==> config.mk <==
export PLATFORM = sky130hd
export DESIGN_NAME = mpi_stream_interface
export DESIGN_NICKNAME = d
export VERILOG_FILES = /design/src/rtl/mpi_stream_interface.sv
export SDC_FILE = /design/constraint.sdc
export NUM_CORES = 1
export LEC_CHECK = 0
export CORE_AREA = 2 2 175 177
export CTS_CLUSTER_DIAMETER = 150
export CTS_CLUSTER_SIZE = 8
export DETAILED_ROUTE_END_ITERATION = 7
export DIE_AREA = 0 0 177 179
export HOLD_SLACK_MARGIN = 0.1
export PLACE_DENSITY = 0.78
export REMOVE_ABC_BUFFERS = 1
export SETUP_SLACK_MARGIN = 0.3
export SYNTH_ARGS = -nofsm -noshare
export SYNTH_HDL_FRONTEND = slang
export SYNTH_SLANG_ARGS = --single-unit
==> constraint.sdc <==
create_clock -name clk -period 15.9 [get_ports clk]
set_input_delay 2.385 -clock clk [delete_from_list [all_inputs] [get_ports clk]]
set_output_delay 2.385 -clock clk [all_outputs]
set_load 0.02 [all_outputs]
==> src/rtl/mpi_stream_interface.sv <==
// MPI message framer: emits four header flits then passes payload through on TX,
// and detects done frames on RX that complete an outstanding WAIT_DONE command.
module mpi_stream_interface #(
  parameter logic [15:0] ETHERTYPE = 16'h7400,
  parameter logic [7:0]  OP_SEND   = 8'h01,
  parameter logic [7:0]  OP_DONE   = 8'h02
) (
  input  logic        clk,
  input  logic        reset,
  input  logic        cmd_valid,
  output logic        cmd_ready,
  input  logic        cmd_op,
  input  logic [15:0] cmd_dst_rank,
  input  logic [7:0]  cmd_src_rank,
  input  logic [31:0] cmd_size,
  input  logic [47:0] cmd_mac_dst,
  input  logic [47:0] cmd_mac_src,
  input  logic [31:0] cmd_ip_dst,
  input  logic [31:0] cmd_ip_src,
  input  logic [63:0] pay_data,
  input  logic [7:0]  pay_keep,
  input  logic        pay_last,
  input  logic        pay_valid,
  output logic        pay_ready,
  output logic [63:0] stream_out_data,
  output logic [7:0]  stream_out_keep,
  output logic        stream_out_last,
  output logic        stream_out_valid,
  input  logic        stream_out_ready,
  input  logic [63:0] stream_in_data,
  input  logic [7:0]  stream_in_keep,
  input  logic        stream_in_last,
  input  logic        stream_in_valid,
  output logic        stream_in_ready,
  output logic        done,
  output logic [2:0]  dbg_state
);

  // Every stream and the command port: a beat transfers on a rising edge with
  // valid && ready; the source holds data/keep/last stable while valid && !ready.

  typedef enum logic [2:0] {
    ST_IDLE    = 3'd0,
    ST_HDR0    = 3'd1,
    ST_HDR1    = 3'd2,
    ST_HDR2    = 3'd3,
    ST_HDR3    = 3'd4,
    ST_PAYLOAD = 3'd5,
    ST_WAIT    = 3'd6
  } state_t;

  state_t      state_q, state_d;
  logic [15:0] dst_rank_q, dst_rank_d;
  logic [7:0]  src_rank_q, src_rank_d;
  logic [31:0] size_q, size_d;
  logic [47:0] mac_dst_q, mac_dst_d;
  logic [47:0] mac_src_q, mac_src_d;
  logic [31:0] ip_dst_q, ip_dst_d;
  logic [31:0] ip_src_q, ip_src_d;
  logic [63:0] hdr_data_q, hdr_data_d;
  logic        hdr_valid_q, hdr_valid_d;
  logic [1:0]  rx_cnt_q, rx_cnt_d;
  logic        rx_ok0_q, rx_ok0_d;
  logic        rx_ok3_q, rx_ok3_d;
  logic        rx_past3_q, rx_past3_d;
  logic        done_pending_q, done_pending_d;

  logic in_payload, cmd_fire, consume;
  logic rx_beat, hit0, hit3, ok3_eff, rx_match;
  logic unused_rx;

  assign in_payload = (state_q == ST_PAYLOAD);
  assign cmd_ready  = (state_q == ST_IDLE) && !reset;
  assign cmd_fire   = cmd_valid && cmd_ready;

  assign stream_out_data  = in_payload ? pay_data  : hdr_data_q;
  assign stream_out_keep  = in_payload ? pay_keep  : (hdr_valid_q ? 8'hff : 8'h00);
  assign stream_out_last  = in_payload && pay_last;
  assign stream_out_valid = in_payload ? pay_valid : hdr_valid_q;
  assign pay_ready        = in_payload && stream_out_ready;

  assign done      = (state_q == ST_WAIT) && done_pending_q;
  assign dbg_state = state_q;

  always_comb begin
    state_d     = state_q;
    dst_rank_d  = dst_rank_q;
    src_rank_d  = src_rank_q;
    size_d      = size_q;
    mac_dst_d   = mac_dst_q;
    mac_src_d   = mac_src_q;
    ip_dst_d    = ip_dst_q;
    ip_src_d    = ip_src_q;
    hdr_data_d  = hdr_data_q;
    hdr_valid_d = hdr_valid_q;
    consume     = 1'b0;
    case (state_q)
      ST_IDLE: begin
        if (cmd_fire) begin
          dst_rank_d = cmd_dst_rank;
          src_rank_d = cmd_src_rank;
          size_d     = cmd_size;
          mac_dst_d  = cmd_mac_dst;
          mac_src_d  = cmd_mac_src;
          ip_dst_d   = cmd_ip_dst;
          ip_src_d   = cmd_ip_src;
          if (!cmd_op) begin
            // H0 is built from the command inputs so it is ready the next cycle.
            hdr_data_d  = {cmd_mac_dst, cmd_mac_src[47:32]};
            hdr_valid_d = 1'b1;
            state_d     = ST_HDR0;
          end else begin
            state_d = ST_WAIT;
          end
        end
      end
      ST_HDR0: if (stream_out_ready) begin
        hdr_data_d = {mac_src_q[31:0], ETHERTYPE, dst_rank_q};
        state_d    = ST_HDR1;
      end
      ST_HDR1: if (stream_out_ready) begin
        hdr_data_d = {ip_dst_q, ip_src_q};
        state_d    = ST_HDR2;
      end
      ST_HDR2: if (stream_out_ready) begin
        hdr_data_d = {dst_rank_q, src_rank_q, OP_SEND, size_q};
        state_d    = ST_HDR3;
      end
      ST_HDR3: if (stream_out_ready) begin
        hdr_data_d  = 64'h0;
        hdr_valid_d = 1'b0;
        state_d     = ST_PAYLOAD;
      end
      ST_PAYLOAD: if (pay_valid && stream_out_ready && pay_last) state_d = ST_IDLE;
      ST_WAIT: if (done_pending_q) begin
        consume = 1'b1;
        state_d = ST_IDLE;
      end
      default: state_d = ST_IDLE;
    endcase
  end

  assign stream_in_ready = !reset;
  assign rx_beat = stream_in_valid && stream_in_ready;
  assign hit0    = (stream_in_data[63:16] == mac_src_q);
  assign hit3    = (stream_in_data[63:48] == {8'h00, src_rank_q}) &&
                   (stream_in_data[47:40] == dst_rank_q[7:0]) &&
                   (stream_in_data[39:32] == OP_DONE);
  // Flit 3 may be the last beat itself, so its compare is used directly then.
  assign ok3_eff  = rx_past3_q ? rx_ok3_q : hit3;
  assign rx_match = rx_beat && stream_in_last && (rx_cnt_q == 2'd3) && rx_ok0_q && ok3_eff;
  assign unused_rx = ^{stream_in_keep, stream_in_data[15:0]};

  always_comb begin
    rx_cnt_d   = rx_cnt_q;
    rx_ok0_d   = rx_ok0_q;
    rx_ok3_d   = rx_ok3_q;
    rx_past3_d = rx_past3_q;
    if (rx_beat) begin
      if (stream_in_last) begin
        rx_cnt_d   = 2'd0;
        rx_ok0_d   = 1'b0;
        rx_ok3_d   = 1'b0;
        rx_past3_d = 1'b0;
      end else begin
        if (rx_cnt_q == 2'd0) rx_ok0_d = hit0;
        if (rx_cnt_q == 2'd3 && !rx_past3_q) begin
          rx_ok3_d   = hit3;
          rx_past3_d = 1'b1;
        end
        if (rx_cnt_q != 2'd3) rx_cnt_d = rx_cnt_q + 2'd1;
      end
    end
    done_pending_d = rx_match || (done_pending_q && !consume);
  end

  always_ff @(posedge clk or posedge reset) begin
    if (reset) begin
      state_q        <= ST_IDLE;
      dst_rank_q     <= '0;
      src_rank_q     <= '0;
      size_q         <= '0;
      mac_dst_q      <= '0;
      mac_src_q      <= '0;
      ip_dst_q       <= '0;
      ip_src_q       <= '0;
      hdr_data_q     <= '0;
      hdr_valid_q    <= 1'b0;
      rx_cnt_q       <= '0;
      rx_ok0_q       <= 1'b0;
      rx_ok3_q       <= 1'b0;
      rx_past3_q     <= 1'b0;
      done_pending_q <= 1'b0;
    end else begin
      state_q        <= state_d;
      dst_rank_q     <= dst_rank_d;
      src_rank_q     <= src_rank_d;
      size_q         <= size_d;
      mac_dst_q      <= mac_dst_d;
      mac_src_q      <= mac_src_d;
      ip_dst_q       <= ip_dst_d;
      ip_src_q       <= ip_src_d;
      hdr_data_q     <= hdr_data_d;
      hdr_valid_q    <= hdr_valid_d;
      rx_cnt_q       <= rx_cnt_d;
      rx_ok0_q       <= rx_ok0_d;
      rx_ok3_q       <= rx_ok3_d;
      rx_past3_q     <= rx_past3_d;
      done_pending_q <= done_pending_d;
    end
  end

endmodule

# Word level (Yosys, flattened, before mapping)

Index checks and enable logic that the tools add are counted.

Add/subtract/negate cells: 1
Equal/unequal tests: 20
Multiplexer cells: 35
Reduce and logical (&&, ||, !) cells: 34

Operators by type and width:

| cell                                           | number |
|---|---|
| 2-to-1 mux 64 bit                              | 7 |
| one-hot mux 64 bit (5 select lines)            | 1 |
| == test 48 bit                                 | 1 |
| 2-to-1 mux 3 bit                               | 8 |
| one-hot mux 3 bit (7 select lines)             | 1 |
| == test 16 x 8 -> 1 bit                        | 1 |
| logical AND 1 bit                              | 16 |
| 2-to-1 mux 8 bit                               | 2 |
| inequality test 2 bit (second input constant)  | 8 |
| AND reduction 7 bit                            | 2 |
| 2-to-1 mux 1 bit                               | 13 |
| == test 3 bit (second input constant)          | 3 |
| == test 8 x 2 -> 1 bit (second input constant) | 1 |
| == test 8 bit                                  | 1 |
| AND reduction 2 bit                            | 4 |
| nonzero test 2 bit                             | 4 |
| == test 3 x 2 -> 1 bit (second input constant) | 2 |
| nonzero test 5 bit                             | 1 |
| 2-to-1 mux 2 bit                               | 2 |
| AND reduction 4 bit                            | 1 |
| == test 3 x 1 -> 1 bit (second input constant) | 1 |
| logical NOT 1 bit                              | 3 |
| logical NOT 3 bit                              | 1 |
| adder 2 x 1 -> 2 bit (second input constant)   | 1 |
| 5 further kinds                                | 5 |

Bits in registers: 242
Input port bits: 369
Output and inout port bits: 81

# Longest topological paths before layout

Gate-level depths: netlist of run 1.

Word-level depth: 7
Depth in mapped cells: 8
Gate-level depth less buffers: 6

# Worst setup path after synthesis of run 1

OpenSTA, ideal clock, no wires.

Path kind: input to output
Start: in reset
End: out stream_in_ready
Arrival: 7.465 ns
Path slack: 6.050 ns
Stages on the path: 1
Path through: inv_1

Word-level cells in the longest chain between the ends: 1

Ends and longest elaborated chain:

| element                     | line | RTL |
|---|---|---|
| from (decl)                 | 9    | `input logic reset,` |
| logical NOT 1 bit (no line) | -    |  |
| to (decl)                   | 34   | `output logic stream_in_ready,` |

No other way between the ends.

# Final worst setup path of run 1

Same ends and word-level chain as after synthesis.

==> metrics.md, run 1 <==
| Metric | Value |
|---|---|
| Nature of the critical path startpoint | input port |
| Dpl cells | 1841 |
| Count of final setup violators | 0 |
| Commonest non-fill, non-tap cell in the layout | clkdlybuf4s50_1 |
| Initial Utilization | 41.5% |
| Final Hold Viols | 0 |
| Synth Register Bits | 242 |
| Clock sinks | 242 |
| Post-synth EDFFs | 0 |
| Total global-route track usage | 25.7% |
| Final wirelength | 41500 um |
| Placed cell area | 17000 um^2 |
| Root Driver | clkbuf_16 |
| Iter 0 DRT Violations | 479 |
| CTS clk-pin slew, worst paths | 0.06 ns |
| CTS tree | done |
| Routability congestion estimate | 0.819 |
| Synth Instances | 1084 |
| Setup TNS | 0 ns |
| Cts hold-fix bufs | 0 |
| Sequential-to-total area share from yosys stat | 48.6% |
| Number of global-route vias before repair | 10800 |
| Status | completed |
| Detail Placement HPWL | 29500 um |
| Number of CTS-inserted buffers | 36 |
| DRT Pass-1 Iters | 4 |
| Most frequent cells in the layout | clkdlybuf4s50_1 (425), mux2_2 (270), dfrtp_1 (239), a21oi_1 (70), inv_1 (64) |
| CP Class | input port to output pin |
| Die width | 177 um |
| Worst Setup Slack, final | 9.08 ns |
| Ys flop type | dfrtp_1 |
| Drc violations | 0 |
| Fraction of registers with async set or reset after synthesis | 100% |
| First-pass GRT wire length | 62000 um |
| Clock Path Buffers | 3 |
| Worst Clk Skew | 0.0136 ns |
| Final Instance Area | 17900 um^2 |
| CTS resizes | 0 |
| Syn_area_per_cell | 11.5 um^2 |
| Antenna violations before repair | 2 |
| Cell Count, Final, Fillers Out | 1882 |
| VDD IR-drop max | 0.115 mV |
| P_leak | 7.32 nW |
| Post-Place Worst Slack | 9.02 ns |
| Worst R2R Start | dbg_state[1]$_DFFE_PP0P_ |
| Slowest cell on the critical path | clkdlybuf4s50_1 |
| Max-slew violation count | 0 |
| R2R setup slack | 12.27 ns |
| Core ar. | 30000 um^2 |
| Vias per Instance | 5.43 |
| Fmax | 0.147 GHz |
| Worst hold path class | flip-flop to flip-flop |
| Worst endpoint required time | 13.52 ns |
| CP arrival | 4.43 ns |
| Buf/Inv on CP | 3 |
| Ports | 450 |
| Max_slew headroom | 20.7% |
| Library cells used by synthesis | 48 |
| Rows | 64 |
| Area Overhead vs Synth | 43.9% |
| Final ANT Viol Nets | 0 |
| Vias | 10200 |
| Mapped cell area | 12500 um^2 |
| Port bufs | 425 |
| Synth warn | 0 |
| Worst setup path startpoint | reset |
| Setup bufs post-CTS | 0 |
| Chip Height | 179 um |
| Min Hold Slack | 0.485 ns |
| Hold path startpoint | hdr_data_q[32]$_DFFE_PP0P_ |
| Pwr Total | 3.48 mW |
| WL/cell | 22.0 um |
| PD cells | 194 nW/um^2 |
| Final Critical Period | 6.82 ns |
| Final net count | 1854 |
| DIE AREA | 31700 um^2 |
| H-tree levels | 2 |
| CP Cell Sequence | clkdlybuf4s50_1 > inv_8 > clkdlybuf4s50_1 |
| Slew @ Worst Pin | 1.19 ns |
| RSZ-0062 raised after global routing | no |
| Util after Layout | 59.7% |
| Final Cycle Share | 42.9% |
| Max incr delay on CP | 0.74 ns |
| Most used cell, CP | clkdlybuf4s50_1 |
| Crit-path max FO | 110 |
| CP delay by family, top | buffers and inverters |
| Skew-Pair Late Insertion Delay | 0.50 ns |
| Crit end category | output pin |
| Largest net degree at the start of global routing | 111 |
| MaxCap Viol Count | 0 |
| Layout cells sized above 1 | 22.4% |
| Global route overflow | 0 |
worst paths after layout:
path / to / cells past startpoint
min in group asynchronous: hdr_data_q[35]$_DFFE_PP0P_ / 2
setup / recovery: stream_in_ready / 3
hold reg to reg: hdr_data_q[32]$_DFFE_PP0P_ / 2
hold / removal: hdr_data_q[32]$_DFFE_PP0P_ / 2
max in group asynchronous: mac_src_q[35]$_DFFE_PP0P_ / 3
setup reg to reg: ip_dst_q[26]$_DFFE_PP0P_ / 5
cell usage after synthesis, types with 3 or more instances:
master / number / area [um^2]
a211oi_1: 40 / 300
a21o_1: 10 / 75.1
a21oi_1: 70 / 350
a221oi_1: 13 / 114
a22o_1: 7 / 61.3
a22oi_1: 47 / 353
and3_1: 4 / 25.0
buf_1: 3 / 11.3
buf_2: 32 / 160
buf_4: 10 / 75.1
clkbuf_1: 31 / 116
dfrtp_1: 242 / 6060
inv_1: 65 / 244
mux2_2: 270 / 3040
mux2i_1: 5 / 50.1
nand2_1: 26 / 97.6
nand4_1: 16 / 100
nor2_1: 60 / 225
nor2b_1: 5 / 31.3
nor3_1: 4 / 20.0
nor4_1: 6 / 37.5
o21ai_0: 25 / 125
o21ai_1: 6 / 30.0
xnor2_1: 52 / 455
xor2_1: 7 / 61.3
per-layer routing:
metal	share of wire (%)	global-route usage, %
met1	39	30.8
met2	50	44.6
met3	7.5	6.40
met4	3.2	9.26
met5	0.027	0
registers in the layout, indices dropped and copies added, names as in the netlist:
name	count
hdr_valid_q	1
rx_ok3_q	1
dst_rank_q	16
src_rank_q	8
mac_src_q	48
ip_src_q	32
ip_dst_q	32
hdr_data_q	64
dbg_state	3
size_q	32
rx_cnt_q	2
rx_ok0_q	1
rx_past3_q	1
done_pending_q	1
worst min-delay path: cells and delay by family (launching register included):
| family | cells | cell delay (ns) |
|---|---|---|
| flops | 1 | 0.33 |
| simple gates | 1 | 0.05 |
| compound gates | 1 | 0.06 |
power breakdown:
group	switching [mW]	leakage (nW)	internal [mW]
registers	0.252	2.90	0.928
logic	0.799	3.96	0.840
clock network	0.255	0.462	0.408
layout make-up:
| cell class | count | area, um^2 |
|---|---|---|
| clock inverters | 1 | 8.76 |
| clock buffers | 39 | 933 |
| inverters | 65 | 251 |
| diodes | 1 | 2.50 |
| multi-input cells | 701 | 5830 |
| flip-flops and latches | 242 | 6060 |
| well taps | 396 | 495 |
| fillers | 2552 | 12100 |
| repair buffers | 437 | 4340 |
kinds of logic (layout without fill, tap and decap cells):
| kind of cell | after synthesis | in the layout | share of synthesized area [%] |
|---|---|---|---|
| mux | 276 | 276 | 24.9 |
| flops | 242 | 242 | 48.6 |
| compound gates | 231 | 231 | 12.2 |
| buf+inv | 141 | 542 | 4.87 |
| simple gates | 132 | 132 | 5.00 |
| xor+xnor | 60 | 60 | 4.28 |
| fa+ha+maj | 2 | 2 | 0.201 |
| other cells | 0 | 1 | 0 |
(Power assumes the default switching activity.)
==> run 2, diff against run 1 <==
--- a/config.mk
+++ b/config.mk
@@ -5,13 +5,13 @@
 export SDC_FILE = /design/constraint.sdc
 export NUM_CORES = 1
 export LEC_CHECK = 0
-export CORE_AREA = 2 2 175 177
+export CORE_MARGIN = 2
+export CORE_UTILIZATION = 41
 export CTS_CLUSTER_DIAMETER = 150
 export CTS_CLUSTER_SIZE = 8
 export DETAILED_ROUTE_END_ITERATION = 7
-export DIE_AREA = 0 0 177 179
 export HOLD_SLACK_MARGIN = 0.1
-export PLACE_DENSITY = 0.78
+export PLACE_DENSITY = 0.79
 export REMOVE_ABC_BUFFERS = 1
 export SETUP_SLACK_MARGIN = 0.3
 export SYNTH_ARGS = -nofsm -noshare
==> constraint.sdc (replaced) <==
create_clock -name clk -period 6 [get_ports clk]
set_input_delay 0.9 -clock clk [delete_from_list [all_inputs] [get_ports clk]]
set_output_delay 0.9 -clock clk [all_outputs]
set_load 0.02 [all_outputs]
==> run 2 against run 1 <==
Routed wire length increased by 0.13%. Flip-flop and latch count unchanged. Count of clock-buffer cells in the layout did not move. Via count rose by 0.24%. Hold slack worse by 0.0045 ns. Critical endpoint is now stream_out_keep[5]. Clock skew increased by 0.0025 ns. Clock power rose to 2.7 times the previous value.
==> metrics.md, run 2 (synthesis results as in run 1) <==
| Metric | Value |
|---|---|
| Placed cell area | 17000 um^2 |
| Max incr delay on CP | 0.84 ns |
| Max-slew violation count | 0 |
| Post-Place Worst Slack | 1.95 ns |
| Pwr Total | 9.23 mW |
| Vias per Instance | 5.46 |
| Largest net degree at the start of global routing | 147 |
| Crit-path max FO | 86 |
| Status | completed |
| Drc violations | 0 |
| Worst Clk Skew | 0.0161 ns |
| CP Cell Sequence | nor2b_4 > and2_4 > nor2_1 > a21o_1 > clkdlybuf4s50_1 |
| Area Overhead vs Synth | 43.9% |
| P_leak | 7.33 nW |
| Max_slew headroom | 27.5% |
| Worst endpoint required time | 5.10 ns |
| Largest registers | hdr_data_q: 64 flops, mac_src_q: 48 flops |
| DRT Pass-1 Iters | 4 |
| Antenna violations before repair | 3 |
| Final wirelength | 41500 um |
| CTS clk-pin slew, worst paths | 0.05 ns |
| CP delay by family, top | simple AND/OR/NAND/NOR gates |
| Root Driver | clkbuf_16 |
| Min Hold Slack | 0.480 ns |
| DIE AREA | 31800 um^2 |
| Final Hold Viols | 0 |
| Port bufs | 425 |
| Total global-route track usage | 25.8% |
| Multi-input gate area | 5830 um^2 |
| Worst hold path class | flip-flop to flip-flop |
| Setup bufs post-CTS | 0 |
| Worst Setup Slack, final | 1.49 ns |
| Final net count | 1854 |
| CTS resizes | 0 |
| Layout cells sized above 1 | 22.4% |
| Dpl cells | 1835 |
| Number of CTS-inserted buffers | 36 |
| Die width | 178 um |
| VDD IR-drop max | 0.286 mV |
| Util after Layout | 60.2% |
| Cts hold-fix bufs | 0 |
| Most frequent cells in the layout | clkdlybuf4s50_1 (425), mux2_2 (270), dfrtp_1 (239), a21oi_1 (70), inv_1 (64) |
| Routability congestion estimate | 0.839 |
| MaxCap Viol Count | 0 |
| WL/cell | 22.1 um |
| First-pass GRT wire length | 62200 um |
| Cell Count, Final, Fillers Out | 1876 |
| CP arrival | 3.61 ns |
| Final Cycle Share | 75.2% |
| Largest Register | hdr_data_q |
| Initial Utilization | 41.8% |
| Slew @ Worst Pin | 1.09 ns |
| Ports | 450 |
| Max reg flops | 64 |
| Skew-Pair Late Insertion Delay | 0.50 ns |
| Final Critical Period | 4.51 ns |
| H-tree levels | 2 |
| Number of global-route vias before repair | 10900 |
| Clock Path Buffers | 3 |
| Chip Height | 178 um |
| Nature of the critical path startpoint | flip-flop |
| Commonest non-fill, non-tap cell in the layout | clkdlybuf4s50_1 |
| Setup TNS | 0 ns |
| Slowest cell on the critical path | and2_4 |
| RSZ-0062 raised after global routing | no |
| Iter 0 DRT Violations | 480 |
| Sequential cell area | 6060 um^2 |
| Crit end category | output pin |
| PD cells | 515 nW/um^2 |
| Fill count | 2423 |
| Core ar. | 29800 um^2 |
| Global route overflow | 0 |
| Count of final setup violators | 0 |
| Detail Placement HPWL | 29700 um |
| Buf/Inv on CP | 1 |
| Final Instance Area | 17900 um^2 |
| Fmax | 0.222 GHz |
| CP Class | flip-flop to output pin |
| Vias | 10200 |
| Clock sinks | 242 |
| CTS tree | done |
| Rows | 63 |
| Final ANT Viol Nets | 0 |
## run 2: worst paths after layout
kind / from / endpoint / slack, ns / cells past startpoint
min in group asynchronous: reset / dst_rank_q[3]$_DFFE_PP0P_ / 1.12 / 2
setup / recovery: dbg_state[0]$_DFFE_PP0P_ / stream_out_keep[5] / 1.49 / 5
setup reg to reg: dbg_state[0]$_DFFE_PP0P_ / hdr_data_q[18]$_DFFE_PP0P_ / 2.48 / 6
hold reg to reg: hdr_data_q[32]$_DFFE_PP0P_ / hdr_data_q[32]$_DFFE_PP0P_ / 0.48 / 2
max in group asynchronous: reset / mac_src_q[47]$_DFFE_PP0P_ / 3.52 / 3
hold / removal: hdr_data_q[32]$_DFFE_PP0P_ / hdr_data_q[32]$_DFFE_PP0P_ / 0.48 / 2
## run 2: layout make-up
cell class / count / share of cell area (%)
Clock inverter: 1 / 0.0488
Clock buffer: 39 / 5.20
Antenna cell: 1 / 0.0139
Inverter: 65 / 1.40
Timing Repair Buffer: 437 / 24.3
Tap cell: 390 / 2.72
Sequential cell: 242 / 33.8
Multi-Input combinational cell: 701 / 32.5
## run 2: power by group
group          switching [mW]  leakage (nW)  internal (mW)
registers               0.698          2.90           2.46
logic                    2.07          3.97           2.23
clock network           0.693         0.462           1.08
## run 2: worst register-to-register path: stages (launching register included)
cell	delay, ns
dfrtp_4	0.71
buf_4	0.41
or2_2	0.50
xnor2_4	0.80
buf_4	0.58
a221oi_1	0.22
a21oi_1	0.21
## run 2: metal layers
layer / up-vias / global-route usage, % / part of all wire, %
met2: 432 / 44.9 / 50
met1: 5047 / 30.1 / 38
li1: 4686 / - / -
met4: 4 / 9.04 / 2.9
met5: - / 0 / 0.065
met3: 79 / 7.99 / 9.2
==> run 3, diff against run 2 <==
--- a/config.mk
+++ b/config.mk
@@ -5,13 +5,13 @@
 export SDC_FILE = /design/constraint.sdc
 export NUM_CORES = 1
 export LEC_CHECK = 0
-export CORE_MARGIN = 2
-export CORE_UTILIZATION = 41
+export CORE_AREA = 2 2 175 177
 export CTS_CLUSTER_DIAMETER = 150
 export CTS_CLUSTER_SIZE = 8
 export DETAILED_ROUTE_END_ITERATION = 7
+export DIE_AREA = 0 0 177 179
 export HOLD_SLACK_MARGIN = 0.1
-export PLACE_DENSITY = 0.79
+export PLACE_DENSITY = 0.78
 export REMOVE_ABC_BUFFERS = 1
 export SETUP_SLACK_MARGIN = 0.3
 export SYNTH_ARGS = -nofsm -noshare
==> constraint.sdc (replaced) <==
create_clock -name clk -period 4.2 [get_ports clk]
set_input_delay 0.63 -clock clk [delete_from_list [all_inputs] [get_ports clk]]
set_output_delay 0.63 -clock clk [all_outputs]
set_load 0.02 [all_outputs]
==> run 3 against run 2 <==
Via count is 1.3% lower. Register-to-register slack worse by 1.0 ns. Sequential power is 36% higher. Critical path type unchanged. Critical endpoint is now stream_out_data[10]. Largest cell class unchanged. Largest power group unchanged.
==> metrics.md, run 3 (synthesis results as in run 1) <==
| Metric | Value |
|---|---|
| Most frequent cells in the layout | clkdlybuf4s50_1 (425), mux2_2 (270), dfrtp_1 (239), a21oi_1 (70), inv_1 (64) |
| Largest net degree at the start of global routing | 149 |
| Final ANT Viol Nets | 0 |
| Number of global-route vias before repair | 10700 |
| Max_slew headroom | 39.0% |
| Nature of the critical path startpoint | flip-flop |
| Die width | 177 um |
| Setup TNS | 0 ns |
| WL/cell | 21.6 um |
| Status | completed |
| Max-slew violation count | 0 |
| Switch share | 37.1% |
| Psw | 4.90 mW |
| DRT Pass-1 Iters | 5 |
| Cts hold-fix bufs | 0 |
| CP Class | flip-flop to output pin |
| Slowest cell on the critical path | clkdlybuf4s50_1 |
| Count of final setup violators | 0 |
| CTS tree | done |
| MaxCap Viol Count | 0 |
| CTS clk-pin slew, worst paths | 0.05 ns |
| CP delay by family, top | buffers and inverters |
| PD cells | 732 nW/um^2 |
| Final Critical Period | 3.47 ns |
| Number of CTS-inserted buffers | 36 |
| Clk pwr share | 19.2% |
| WL met3 | 3300 um |
| Uppermost routed layer | met5 |
| Buf/Inv on CP | 2 |
| Total global-route track usage | 25.5% |
| Area Overhead vs Synth | 44.9% |
| Max reg flops | 64 |
| Chip Height | 179 um |
| Clock Path Buffers | 3 |
| Global route overflow | 0 |
| VDD IR-drop max | 0.455 mV |
| Worst Clk Skew | 0.0106 ns |
| DIE AREA | 31700 um^2 |
| Root Driver | clkbuf_16 |
| Antenna violations before repair | 3 |
| Fill count | 2546 |
| CP arrival | 2.84 ns |
| Crit-path max FO | 46 |
| CP Cell Sequence | nor2b_4 > and2_4 > buf_12 > mux2_2 > clkdlybuf4s50_1 |
| Final Instance Area | 18100 um^2 |
| Final Hold Viols | 0 |
| Cell Int Power | 8.32 mW |
| Clock sinks | 242 |
| Max incr delay on CP | 0.54 ns |
| Core ar. | 30000 um^2 |
| Min Hold Slack | 0.487 ns |
| Largest registers | hdr_data_q: 64 flops, mac_src_q: 48 flops |
| Final Cycle Share | 82.7% |
| Setup bufs post-CTS | 0 |
| Worst hold path class | flip-flop to flip-flop |
| H-tree levels | 2 |
| Slew @ Worst Pin | 0.911 ns |
| Initial Utilization | 41.5% |
| Final wirelength | 40700 um |
| Crit end category | output pin |
| Final net count | 1860 |
| Drc violations | 0 |
| Skew-Pair Late Insertion Delay | 0.49 ns |
| First-pass GRT wire length | 61700 um |
| Routability congestion estimate | 0.840 |
| RSZ-0062 raised after global routing | no |
| Sequential Power Share | 32.6% |
| Commonest non-fill, non-tap cell in the layout | clkdlybuf4s50_1 |
| Comb power frac | 48.3% |
| Iter 0 DRT Violations | 551 |
| Vias | 10100 |
| Placed cell area | 17100 um^2 |
| Routed length on met2 | 20200 um |
| Vias per Instance | 5.36 |
| Worst endpoint required time | 3.57 ns |
| P_leak | 7.38 nW |
| Rows | 64 |
| CTS resizes | 0 |
| Ports | 450 |
| Largest Register | hdr_data_q |
| Fmax | 0.288 GHz |
| Detail Placement HPWL | 29600 um |
| Port bufs | 425 |
| Metal1 wirelength | 16100 um |
| Layout cells sized above 1 | 22.7% |
run 3: final cells by class:
| type | instances | area, um^2 | area share (%) |
|---|---|---|---|
| clock inverters | 1 | 8.76 | 0.0485 |
| well taps | 396 | 495 | 2.74 |
| inverters | 65 | 251 | 1.39 |
| multi-input cells | 701 | 5830 | 32.3 |
| clock buffers | 39 | 933 | 5.17 |
| flip-flops and latches | 242 | 6060 | 33.6 |
| diodes | 1 | 2.50 | 0.0139 |
| repair buffers | 443 | 4460 | 24.7 |
run 3: stage by stage:
| step | power (mW) | std cells | util (%) | setup WS [ns] |
|---|---|---|---|---|
| after floorplan | 8.24 | 1008 | - | -3.23 |
| after global placement | 10.6 | 1847 | 57.0 | 1.17 |
| after detailed placement | 10.8 | 1847 | 57.0 | 1.13 |
| after CTS | 13.4 | 1887 | 60.1 | 0.671 |
| after global routing | 14.1 | 1888 | 60.1 | 0.589 |
| final | 13.2 | 1888 | 60.1 | 0.726 |
run 3: tightest hold or removal path, delay by kind of cell (launching register included):
kind	cells	cell delay, ns
flops	1	0.34
compound gates	1	0.06
simple gates	1	0.05
run 3: power groups by stage:
stage | clock network (mW) | logic, mW | registers [mW]
after floorplan | 0 | 4.02 | 4.22
after global placement | 0 | 6.28 | 4.28
after detailed placement | 0 | 6.43 | 4.34
after CTS | 2.59 | 6.46 | 4.31
after global routing | 2.70 | 6.91 | 4.46
final | 2.53 | 6.38 | 4.31
run 3: layer usage:
metal  GRT usage, %  vias to the layer above
met5              0                        -
met3           6.87                       73
met1           30.9                     4981
met4           8.37                        2
li1               -                     4671
met2           44.0                      384
run 3: path summary, 6_finish.rpt:
path	from	endpoint	slack, ns	cells after the start
worst max-delay path	dbg_state[1]$_DFFE_PP0P_	stream_out_data[10]	0.73	5
worst min-delay path	hdr_data_q[32]$_DFFE_PP0P_	hdr_data_q[32]$_DFFE_PP0P_	0.49	2
worst max register to register	dbg_state[0]$_DFFE_PP0P_	hdr_data_q[7]$_DFFE_PP0P_	1.47	6
worst min register to register	hdr_data_q[32]$_DFFE_PP0P_	hdr_data_q[32]$_DFFE_PP0P_	0.49	2
max in group asynchronous	reset	dbg_state[0]$_DFFE_PP0P_	2.30	3
min in group asynchronous	reset	ip_dst_q[16]$_DFFE_PP0P_	0.71	2
